### src/rtl/convergence_check_controller.sv
// Sequencer for the k-means convergence check: clears the counter, walks the centroid index
// in lock-step with the new-means block, then decides between finishing and another pass.
module convergence_check_controller #(
  parameter int unsigned centroid_num = 8,
  parameter int unsigned iter_width   = 8
) (
  input  logic                  clk,
  input  logic                  rst,
  input  logic                  start,
  input  logic [iter_width-1:0] max_iter,
  input  logic                  new_centroid_valid,
  input  logic                  has_converged,
  input  logic                  iter_done,
  output logic [2:0]            cent_num,
  output logic                  convergence_reg_en,
  output logic                  convergence_reg_reset,
  output logic                  iter_start,
  output logic                  busy,
  output logic                  done,
  output logic                  converged,
  output logic                  timeout,
  output logic [iter_width-1:0] iter_count
);

  localparam logic [2:0] LastCent = 3'(centroid_num - 1);
  localparam logic [iter_width-1:0] IterMax = '1;

  typedef enum logic [2:0] {
    StIdle,
    StClear,
    StEval,
    StSettle,
    StSample,
    StNext,
    StWaitIter,
    StDone
  } state_e;

  state_e                state_q, state_d;
  logic [2:0]            cent_q, cent_d;
  logic [iter_width-1:0] limit_q, limit_d;
  logic [iter_width-1:0] iter_q, iter_d;
  logic [iter_width-1:0] iter_inc;
  logic                  conv_q, conv_d;
  logic                  to_q, to_d;
  logic                  done_q, done_d;
  logic                  is_q, is_d;
  logic                  rr_q, rr_d;

  assign iter_inc = (iter_q == IterMax) ? iter_q : iter_q + 1'b1;

  always_comb begin
    state_d = state_q;
    cent_d  = cent_q;
    limit_d = limit_q;
    iter_d  = iter_q;
    conv_d  = conv_q;
    to_d    = to_q;
    unique case (state_q)
      StIdle: begin
        if (start) begin
          limit_d = (max_iter == '0) ? iter_width'(1) : max_iter;
          iter_d  = '0;
          conv_d  = 1'b0;
          to_d    = 1'b0;
          cent_d  = 3'd0;
          state_d = StClear;
        end
      end
      StClear: begin
        cent_d  = 3'd0;
        state_d = StEval;
      end
      StEval: begin
        if (new_centroid_valid) begin
          if (cent_q == LastCent) begin
            state_d = StSettle;
          end else begin
            cent_d = cent_q + 3'd1;
          end
        end
      end
      StSettle: state_d = StSample;
      StSample: begin
        iter_d = iter_inc;
        // A convergence on the limit iteration is reported as converged, not timeout.
        if (has_converged) begin
          conv_d  = 1'b1;
          state_d = StDone;
        end else if (iter_inc == limit_q) begin
          to_d    = 1'b1;
          state_d = StDone;
        end else begin
          state_d = StNext;
        end
      end
      StNext: begin
        cent_d  = 3'd0;
        state_d = StWaitIter;
      end
      StWaitIter: begin
        if (iter_done) state_d = StClear;
      end
      StDone:  state_d = StIdle;
      default: state_d = StIdle;
    endcase
  end

  // Pulse outputs are registered from the next state so they line up with their state.
  assign done_d = (state_d == StDone);
  assign is_d   = (state_d == StNext);
  assign rr_d   = (state_d != StClear);

  always_ff @(posedge clk or posedge rst) begin
    if (rst) begin
      state_q <= StIdle;
      cent_q  <= 3'd0;
      limit_q <= '0;
      iter_q  <= '0;
      conv_q  <= 1'b0;
      to_q    <= 1'b0;
      done_q  <= 1'b0;
      is_q    <= 1'b0;
      rr_q    <= 1'b1;
    end else begin
      state_q <= state_d;
      cent_q  <= cent_d;
      limit_q <= limit_d;
      iter_q  <= iter_d;
      conv_q  <= conv_d;
      to_q    <= to_d;
      done_q  <= done_d;
      is_q    <= is_d;
      rr_q    <= rr_d;
    end
  end

  assign cent_num              = cent_q;
  assign convergence_reg_en    = (state_q == StEval) && new_centroid_valid;
  assign convergence_reg_reset = rr_q;
  assign iter_start            = is_q;
  assign busy                  = (state_q != StIdle);
  assign done                  = done_q;
  assign converged             = conv_q;
  assign timeout               = to_q;
  assign iter_count            = iter_q;

endmodule

### config.mk
export PLATFORM = sky130hd
export DESIGN_NAME = convergence_check_controller
export DESIGN_NICKNAME = d
export VERILOG_FILES = /design/src/rtl/convergence_check_controller.sv
export SDC_FILE = /design/constraint.sdc
export NUM_CORES = 1
export LEC_CHECK = 0
export ABC_AREA = 1
export CAP_MARGIN = 10
export CORE_MARGIN = 2
export CORE_UTILIZATION = 55
export CTS_CLUSTER_DIAMETER = 40
export CTS_CLUSTER_SIZE = 40
export DETAILED_ROUTE_END_ITERATION = 16
export PLACE_DENSITY = 0.85
export SETUP_SLACK_MARGIN = 0.5
export SKIP_CTS_REPAIR_TIMING = 1
export SLEW_MARGIN = 20
export SYNTH_ARGS = -nofsm -noshare
export SYNTH_HDL_FRONTEND = slang
export SYNTH_SLANG_ARGS = --single-unit
### constraint.sdc
create_clock -name clk -period 4.9 [get_ports clk]
set_clock_uncertainty 0.2 [all_clocks]
set_input_delay 0.98 -clock clk [delete_from_list [all_inputs] [get_ports clk]]
set_output_delay 0.98 -clock clk [all_outputs]
set_load 0.005 [all_outputs]
* Word-level counts from Yosys, hierarchy flattened *
Cells that the tools add are included.

operators by class
  equal/unequal tests = 19
  reductions and logical operators = 12
  mux-type cells = 21
  add/sub/neg operators = 2

operators by type and width
  cell                                                    number
  2-to-1 mux 8 bit                                        3
  case mux 3 bit (8 select lines)                         1
  == test 3 bit (second input constant)                   7
  2-to-1 mux 3 bit                                        7
  case mux 8 bit (2 select lines)                         1
  inequality test 2 bit (second input constant)           6
  case mux 3 bit (3 select lines)                         1
  adder 8 x 1 -> 8 bit (second input constant)            1
  == test 8 bit                                           1
  == test 8 bit (second input constant)                   1
  zero test 8 bit                                         1
  AND reduction 4 bit                                     2
  == test 3 x 2 -> 1 bit (second input constant)          2
  nonzero test 3 bit                                      2
  2-to-1 mux 1 bit                                        4
  2-to-1 mux 2 bit                                        2
  case mux 1 bit (2 select lines)                         2
  AND reduction 2 bit                                     2
  adder 3 x 1 -> 3 bit (second input constant)            1
  == test 3 x 1 -> 1 bit (second input constant)          1
  zero test 3 bit                                         1
  inequality test 3 x 1 -> 1 bit (second input constant)  1
  AND reduction 3 bit                                     1
  nonzero test 2 bit                                      1
  2 further kinds                                         2

word-level totals
  input bits = 14
  register bits after elaboration = 27
  output and inout port bits = 18
  word-level logic and storage cells = 63

* Longest topological paths before layout *
Gate-level depths: netlist (run 1).

  word-level depth = 7
  gate-level depth with buffers = 15

* Worst setup path before layout (run 1) *
OpenSTA, ideal clock, no wires.

  path type = input to output
  start point = input new_centroid_valid
  end point = output convergence_reg_en
  arrival = 1,150 ps
  stages = 2
  slack = 2,570 ps
  cell sequence = inv_1 nor2_1

between the ends
  cells in the longest elaborated chain, start to end = 1

RTL lines
  element            line  RTL
  start, declared    11    input logic new_centroid_valid,
  logical AND 1 bit  139   assign convergence_reg_en = (state_q == StEval) && new_centroid_valid;
  end, declared      15    output logic convergence_reg_en,

No other way between the ends.

* Worst setup path after layout (run 1) *
Same ends and word-level chain as after synthesis.

==> results of run 1 <==
[per-stage QoR]
step / setup slack [ns] / std cells
final: 1.59 / 277
after global placement: 1.61 / 273
after CTS: 1.59 / 277
after global routing: 1.49 / 277
after detailed placement: 1.59 / 273
after floorplan: 2.57 / 214
[critical path, stage by stage]
cell and delay [ns]:
clkdlybuf4s50_1 0.45, inv_1 0.04, nor2_1 0.14, clkdlybuf4s50_1 0.52
[area by class of cell]
| cell class | instances | share of cell area, % |
|---|---|---|
| clock buffers | 3 | 1.16 |
| clock inverters | 1 | 0.386 |
| flip-flops and latches | 27 | 34.8 |
| multi-input cells | 148 | 38.8 |
| inverters | 36 | 6.95 |
| well taps | 31 | 1.99 |
| repair buffers | 31 | 15.9 |
[cells in the final DEF, fill, tap and decap left out]
cell and count:
nand2_1 61, inv_1 34, clkdlybuf4s50_1 31, dfrtp_1 26, nor2_1 19, nand3_1 19, o21ai_0 14, nand2_2 4
nand3_2 3, nand4_1 3, xor2_1 3, a21oi_1 3, ha_1 3, clkbuf_4 3, inv_2 2, nand3b_1 2
nor2_2 2, nor3_1 2, nor4_1 2, nor2_4 1, nand2_4 1, xnor2_1 1, xor3_2 1, o31ai_1 1
o22ai_1 1, a22o_1 1, a211oi_1 1, clkinvlp_4 1, dfstp_2 1
[metal layers]
metal | track usage (%) | wire length [um] | vias up
met5 | 0 | 0 | -
met4 | 8.64 | 22 | 0
met3 | 2.90 | 85 | 2
met2 | 35.1 | 1510 | 22
met1 | 29.0 | 1480 | 640
li1 | - | - | 737
[report_power, final]
part	switching (uW)	total (uW)	internal (uW)
Clock	66.4	97.6	31.2
Combinational	265	489	224
Sequential	69.8	374	304
[registers in the layout, summed over array words and instances (netlist names)]
register,count
state_q,3
cent_num,3
timeout,1
convergence_reg_reset,1
done,1
limit_q,8
converged,1
iter_start,1
iter_count,8
[how the worst min path moves through the flow]
stage	start	endpoint	slack (ns)
finish	timeout	timeout	0.32
CTS	timeout	timeout	0.33
floorplan	limit_q[4]	limit_q[4]	0.26
detailed placement	timeout	timeout	0.29
global route	timeout	timeout	0.35
global placement	limit_q[4]	limit_q[4]	0.28
[kinds of logic after synthesis]
kind of cell	synth area share, %
AOI/OAI and AO/OA	7.24
xor gates and xnor gates	3.78
adders and majority gates	2.36
buffers and inverters	9.92
DFF	42.6
and+or+nand+nor	34.1
==> out/qor.csv, run 1 <==
metric;value;unit
Critical Path End;convergence_reg_en;
clk sinks;27;
Post-Syn Instances;214;
Worst Hold Depth;2;
first-pass GRT wire length;5570;um
# setup viols final;0;
Die X;57.8;um
Routed WL;3100;um
Area after DPL;1920;um2
CTS Buf Count;3;
Post-route DRC;0;
Root Buffer;clkbuf_4;
global-route usage over all layers;21.5;%
PortBufs;31;
EDFF count, synth;0;
Initial Util;57.6;%
Final GP Congestion;0.772;
Worst Setup Start Kind;primary input;
Fillers;236;
Layout Nets;264;
crit end category;output pin;
critical path class;in2out;
Core Area;2760;um2
Hold WS;0.324;ns
Synth top cells by count;nand2_1, inv_1, dfrtp_1;
largest net degree at the start of global routing;28;
worst r2r src;iter_count[0];
overflow left after global routing;0;
Yosys cell types;29;
height of the die;57.8;um
R2R cell count;13;
Final Hold Viols;0;
required time of the critical path;3.72;ns
dominant cells by area after synthesis;dfrtp_1, nand2_1, inv_1, nand3_1, nor2_1;
Critical R2R Capture;iter_start;
most numerous cell in the Yosys netlist;nand2_1;
Post-Syn Area per Cell;7.43;um2
setup total negative slack;0;ns
Clock transition at path regs;0.16;ns
hpwl dp;2430;um
insertion delay to the later sink of the worst-skew pair;0.33;ns
vias in the first global route;1295;
share of cells above drive strength 1;7.72;%
Leakage;0.000986;uW
min cycle time layout;3.31;ns
per-cell routed wire length;11.2;um
storage element area;677;um2
CP max FO;2;
Pins Over Slew Limit;0;
Multi-input gate area;754;um2
initial antenna violation count;0;
CTS tree;yes;
synthesis-stage register bit count;27;
row cnt;19;
post-synthesis sequential area ratio;42.6;%
initial drt markers;76;
worst vdd ir;0.369;mV
area share of the largest cell type after synthesis;40.9;%
crit path DAT;2.13;ns
Final Util;70.6;%
syn_nets;231;
max_cap viols;0;
vias per cell;5.06;
Netlist Area Pre-Place;1590;um2
total chip power;961;uW
ant diodes;0;
Slew @ Worst Pin;0.790;ns
synth-to-layout area growth;22.4;%
Syn. warnings;0;
DR vias;1401;
Post-synth ARST share;100;%
main flop type after synthesis;dfrtp_1;
fin crit share;67.5;%
Hold/Removal Path Class;reg2reg;
status;completed;
Ports;32;
Post-DRT Antenna Nets;0;
Longest Clk Path Bufs;2;
DR pass1 iterations;4;
RSZ-0062 raised after global routing;false;
H-tree depth;1;
reg2reg setup slack;2.60;ns
design area;1950;um2
Max Freq;302;MHz
area leader, netlist;dfrtp_1;
Die ar.;3340;um2
power per cell area;494;nW/um2
Slew headroom;47.1;%
CP startpoint;new_centroid_valid;
(Power assumes the default switching activity.)
==> inputs of run 2 (changes only) <==
- CORE_UTILIZATION: 55 -> 46
- PLACE_DENSITY: 0.85 -> 0.75
- clock period: 4.9 -> 2.95 ns (I/O delays scaled with it)
==> run 2 against run 1 <==
Sequential cell count unchanged. Register-to-register slack worse by 1.9 ns. Non-clock buffer count grew 5. Design area is 3.9% higher.
==> out/qor.csv, run 2 (same netlist as run 1, synthesis figures left out) <==
metric;value;unit
status;completed;
Longest Clk Path Bufs;2;
min cycle time layout;2.26;ns
first-pass GRT wire length;5710;um
largest net degree at the start of global routing;28;
Fillers;329;
most frequent cells in the layout;nand2_1, inv_1, clkdlybuf4s50_1, dfrtp_1, nand3_1;
CTS Buf Count;3;
Final GP Congestion;0.819;
design area;2020;um2
share of cells above drive strength 1;12.0;%
RSZ-0062 raised after global routing;false;
Slowest Stage Delay on Critical Path;0.46;ns
worst vdd ir;0.475;mV
Die ar.;3940;um2
vias in the first global route;1307;
CTS tree;yes;
non-filler cells in the finished layout;297;
crit path DAT;2.30;ns
critical path class;reg2reg;
most frequent CP cell;nand2_1;
Post-DRT Antenna Nets;0;
hpwl dp;2490;um
row cnt;21;
Worst Setup Start Kind;flop;
PortBufs;31;
overflow left after global routing;0;
fin crit share;76.6;%
Pins Over Slew Limit;0;
vias per cell;4.85;
CP max FO;14;
power per cell area;824;nW/um2
crit end category;flop;
critical path's slowest cell;dfrtp_2;
Clock transition at path regs;0.14;ns
Ports;32;
clk sinks;27;
CP top delay family;simple AND/OR/NAND/NOR gates;
crit path buf inv count;0;
# setup viols final;0;
worst path cell trace;ha_1 > nand2_1 > nor2_4 > nand2_4 > nand2_1 > xor2_1 > nand2_1 > nor2_2 > nand2_2 > nand2_1 > nand2_2 > nand3_2 > nor2_1;
Layout Nets;269;
reg2reg setup slack;0.69;ns
Slew @ Worst Pin;0.555;ns
Routed WL;3360;um
height of the die;62.8;um
Post-route DRC;0;
initial antenna violation count;0;
synth-to-layout area growth;27.2;%
insertion delay to the later sink of the worst-skew pair;0.35;ns
Max Freq;443;MHz
Core Area;3340;um2
Leakage;0.00104;uW
Root Buffer;clkbuf_4;
DR pass1 iterations;4;
required time of the critical path;2.99;ns
Final Util;60.6;%
total chip power;1670;uW
commonest non-fill, non-tap cell in the layout;nand2_1;
max_cap viols;0;
Final Hold Viols;0;
Hold/Removal Path Class;reg2reg;
Die X;62.8;um
Area after DPL;1960;um2
placed cell count;291;
Initial Util;47.6;%
DR vias;1439;
per-cell routed wire length;11.3;um
setup total negative slack;0;ns
global-route usage over all layers;18.3;%
H-tree depth;1;
initial drt markers;72;
ant diodes;0;
Slew headroom;62.6;%
run 2: final cells by class:
cell class	instances	area, um2	area share, %
clock inverters	1	5.00	0.248
flip-flops and latches	27	681	33.7
inverters	36	135	6.68
clock buffers	3	22.5	1.11
repair buffers	36	353	17.5
well taps	46	57.6	2.85
multi-input cells	148	768	38.0
run 2: final timing paths:
check / startpoint / end / cells after the start
max reg2reg: iter_count[0] / iter_start / 13
max in group asynchronous: rst / convergence_reg_reset / 3
min reg2reg: converged / converged / 2
max: iter_count[0] / iter_start / 13
min in group asynchronous: rst / cent_num[0] / 3
min: converged / converged / 2
run 2: per-layer routing:
layer  wire length, um  track usage, %
met4                48            6.94
met5                 0               0
met2              1630            30.6
met1              1540            23.2
met3               143            3.78
run 2: through the flow:
stage / setup WS, ns / hold slack, ns
2_1_floorplan: 0.941 / 0.255
3_3_place_gp: 0.441 / 0.273
3_5_place_dp: 0.420 / 0.280
4_1_cts: 0.120 / 0.312
5_1_grt: 0.529 / 0.354
6_report: 0.691 / 0.306
run 2: report_power, final:
part | internal, uW | leakage [uW] | switching, uW
registers | 509 | 0.000345 | 128
clock network | 51.2 | 0.0000177 | 118
logic | 402 | 0.000673 | 457
run 2: tightest hold or removal path, cell delays in order, from the launching register on:
cell     delay [ns]
dfrtp_1        0.37
nand2_1        0.06
o21ai_0        0.06
==> inputs of run 3 (changes only) <==
- CORE_UTILIZATION: 46 -> 51
- PLACE_DENSITY: 0.75 -> 0.79
- clock period: 2.95 -> 2.3 ns (I/O delays scaled with it)
==> run 3 against run 2 <==
Combinational power grew 69%. Die area decreased by 9.2%. Hold slack worse by 0.040 ns. Utilization grew 19 points. Non-clock buffer count grew 27. Routed wire length is 22% higher. Via count grew 11%. Clock power grew 24%. Design area rose by 18%. Worst setup slack worse by 0.46 ns. First-iteration DRC count is 32% lower.
==> out/qor.csv, run 3 (same netlist as run 1, synthesis figures left out) <==
metric;value;unit
CP max FO;5;
DR pass1 iterations;4;
Slew headroom;76.9;%
share of cells above drive strength 1;30.1;%
Routed WL;4100;um
crit end category;output pin;
Layout Nets;297;
PortBufs;31;
Pins Over Slew Limit;0;
Root Buffer;clkbuf_4;
crit path DAT;1.41;ns
height of the die;59.8;um
non-filler cells in the finished layout;312;
Clock transition at path regs;0.15;ns
vias per cell;5.10;
global-route usage over all layers;21.0;%
power per cell area;1020;nW/um2
worst vdd ir;0.681;mV
first-pass GRT wire length;5660;um
initial drt markers;49;
Final Hold Viols;0;
Fillers;198;
DR vias;1591;
H-tree depth;1;
Longest Clk Path Bufs;2;
row cnt;20;
required time of the critical path;1.64;ns
hpwl dp;2560;um
fin crit share;89.9;%
Final GP Congestion;0.817;
largest net degree at the start of global routing;28;
Core Area;3000;um2
CTS tree;yes;
clk sinks;27;
initial antenna violation count;0;
RSZ-0062 raised after global routing;true;
vias in the first global route;1354;
commonest non-fill, non-tap cell in the layout;nand2_1;
per-cell routed wire length;13.1;um
min cycle time layout;2.07;ns
# setup viols final;0;
Hold WS;0.265;ns
Die X;59.8;um
Hold/Removal Path Class;in2async;
Die ar.;3580;um2
overflow left after global routing;0;
Initial Util;52.9;%
Post-route DRC;0;
insertion delay to the later sink of the worst-skew pair;0.33;ns
Area after DPL;1990;um2
Leakage;0.00143;uW
CTS Buf Count;3;
Ports;32;
placed cell count;282;
Max Freq;484;MHz
synth-to-layout area growth;50.6;%
Post-DRT Antenna Nets;0;
most frequent cells in the layout;nand2_1, inv_1, buf_4, dfrtp_1;
critical path class;reg2out;
Worst Setup Start Kind;flop;
Slew @ Worst Pin;0.344;ns
ant diodes;0;
design area;2390;um2
status;completed;
max_cap viols;0;
-- run 3: area by class of cell --
class | count | area, um2 | area share (%)
tap | 33 | 41.3 | 1.73
clock buffer | 4 | 26.3 | 1.10
sequential | 27 | 681 | 28.4
timing repair buffer | 63 | 606 | 25.3
multi-input combinational | 149 | 902 | 37.7
inverter | 36 | 138 | 5.75
-- run 3: worst paths after layout --
check / slack (ns) / cells after the start / endpoint / start
worst min-delay path: 0.27 / 3 / iter_count[7] / rst
worst max-delay path: 0.23 / 2 / iter_count[0] / iter_count[0]
worst min register to register: 0.31 / 2 / limit_q[4] / limit_q[4]
worst max register to register: 0.24 / 13 / iter_start / iter_count[0]
min in group clk: 0.31 / 2 / limit_q[4] / limit_q[4]
max in group asynchronous: 1.33 / 3 / convergence_reg_reset / rst
-- run 3: worst max-delay path, cell delays in order (launching register included) --
cell	delay, ns
dfrtp_2	0.45
buf_4	0.14
clkdlybuf4s50_1	0.49
-- run 3: metal layers --
metal | track usage (%) | wire length, um
met1 | 26.9 | 1710
met2 | 36.6 | 2150
met3 | 2.16 | 133
met4 | 7.62 | 112
met5 | 0 | 0
-- run 3: metrics by stage --
stage | util [%] | power (uW) | setup WS, ns | setup TNS [ns]
after global routing | 79.7 | 2630 | 0.118 | 0
after global placement | 66.4 | 1910 | 0.0531 | 0
after floorplan | - | 1510 | 0.405 | 0
after detailed placement | 66.4 | 1940 | 0.0443 | 0
final | 79.7 | 2450 | 0.233 | 0
after CTS | 67.3 | 2150 | -0.148 | -0.176
-- run 3: report_power, final --
| group | total, uW | internal [uW] | switching, uW |
|---|---|---|---|
| Combinational | 1450 | 693 | 757 |
| Sequential | 787 | 652 | 135 |
| Clock | 210 | 68.0 | 142 |
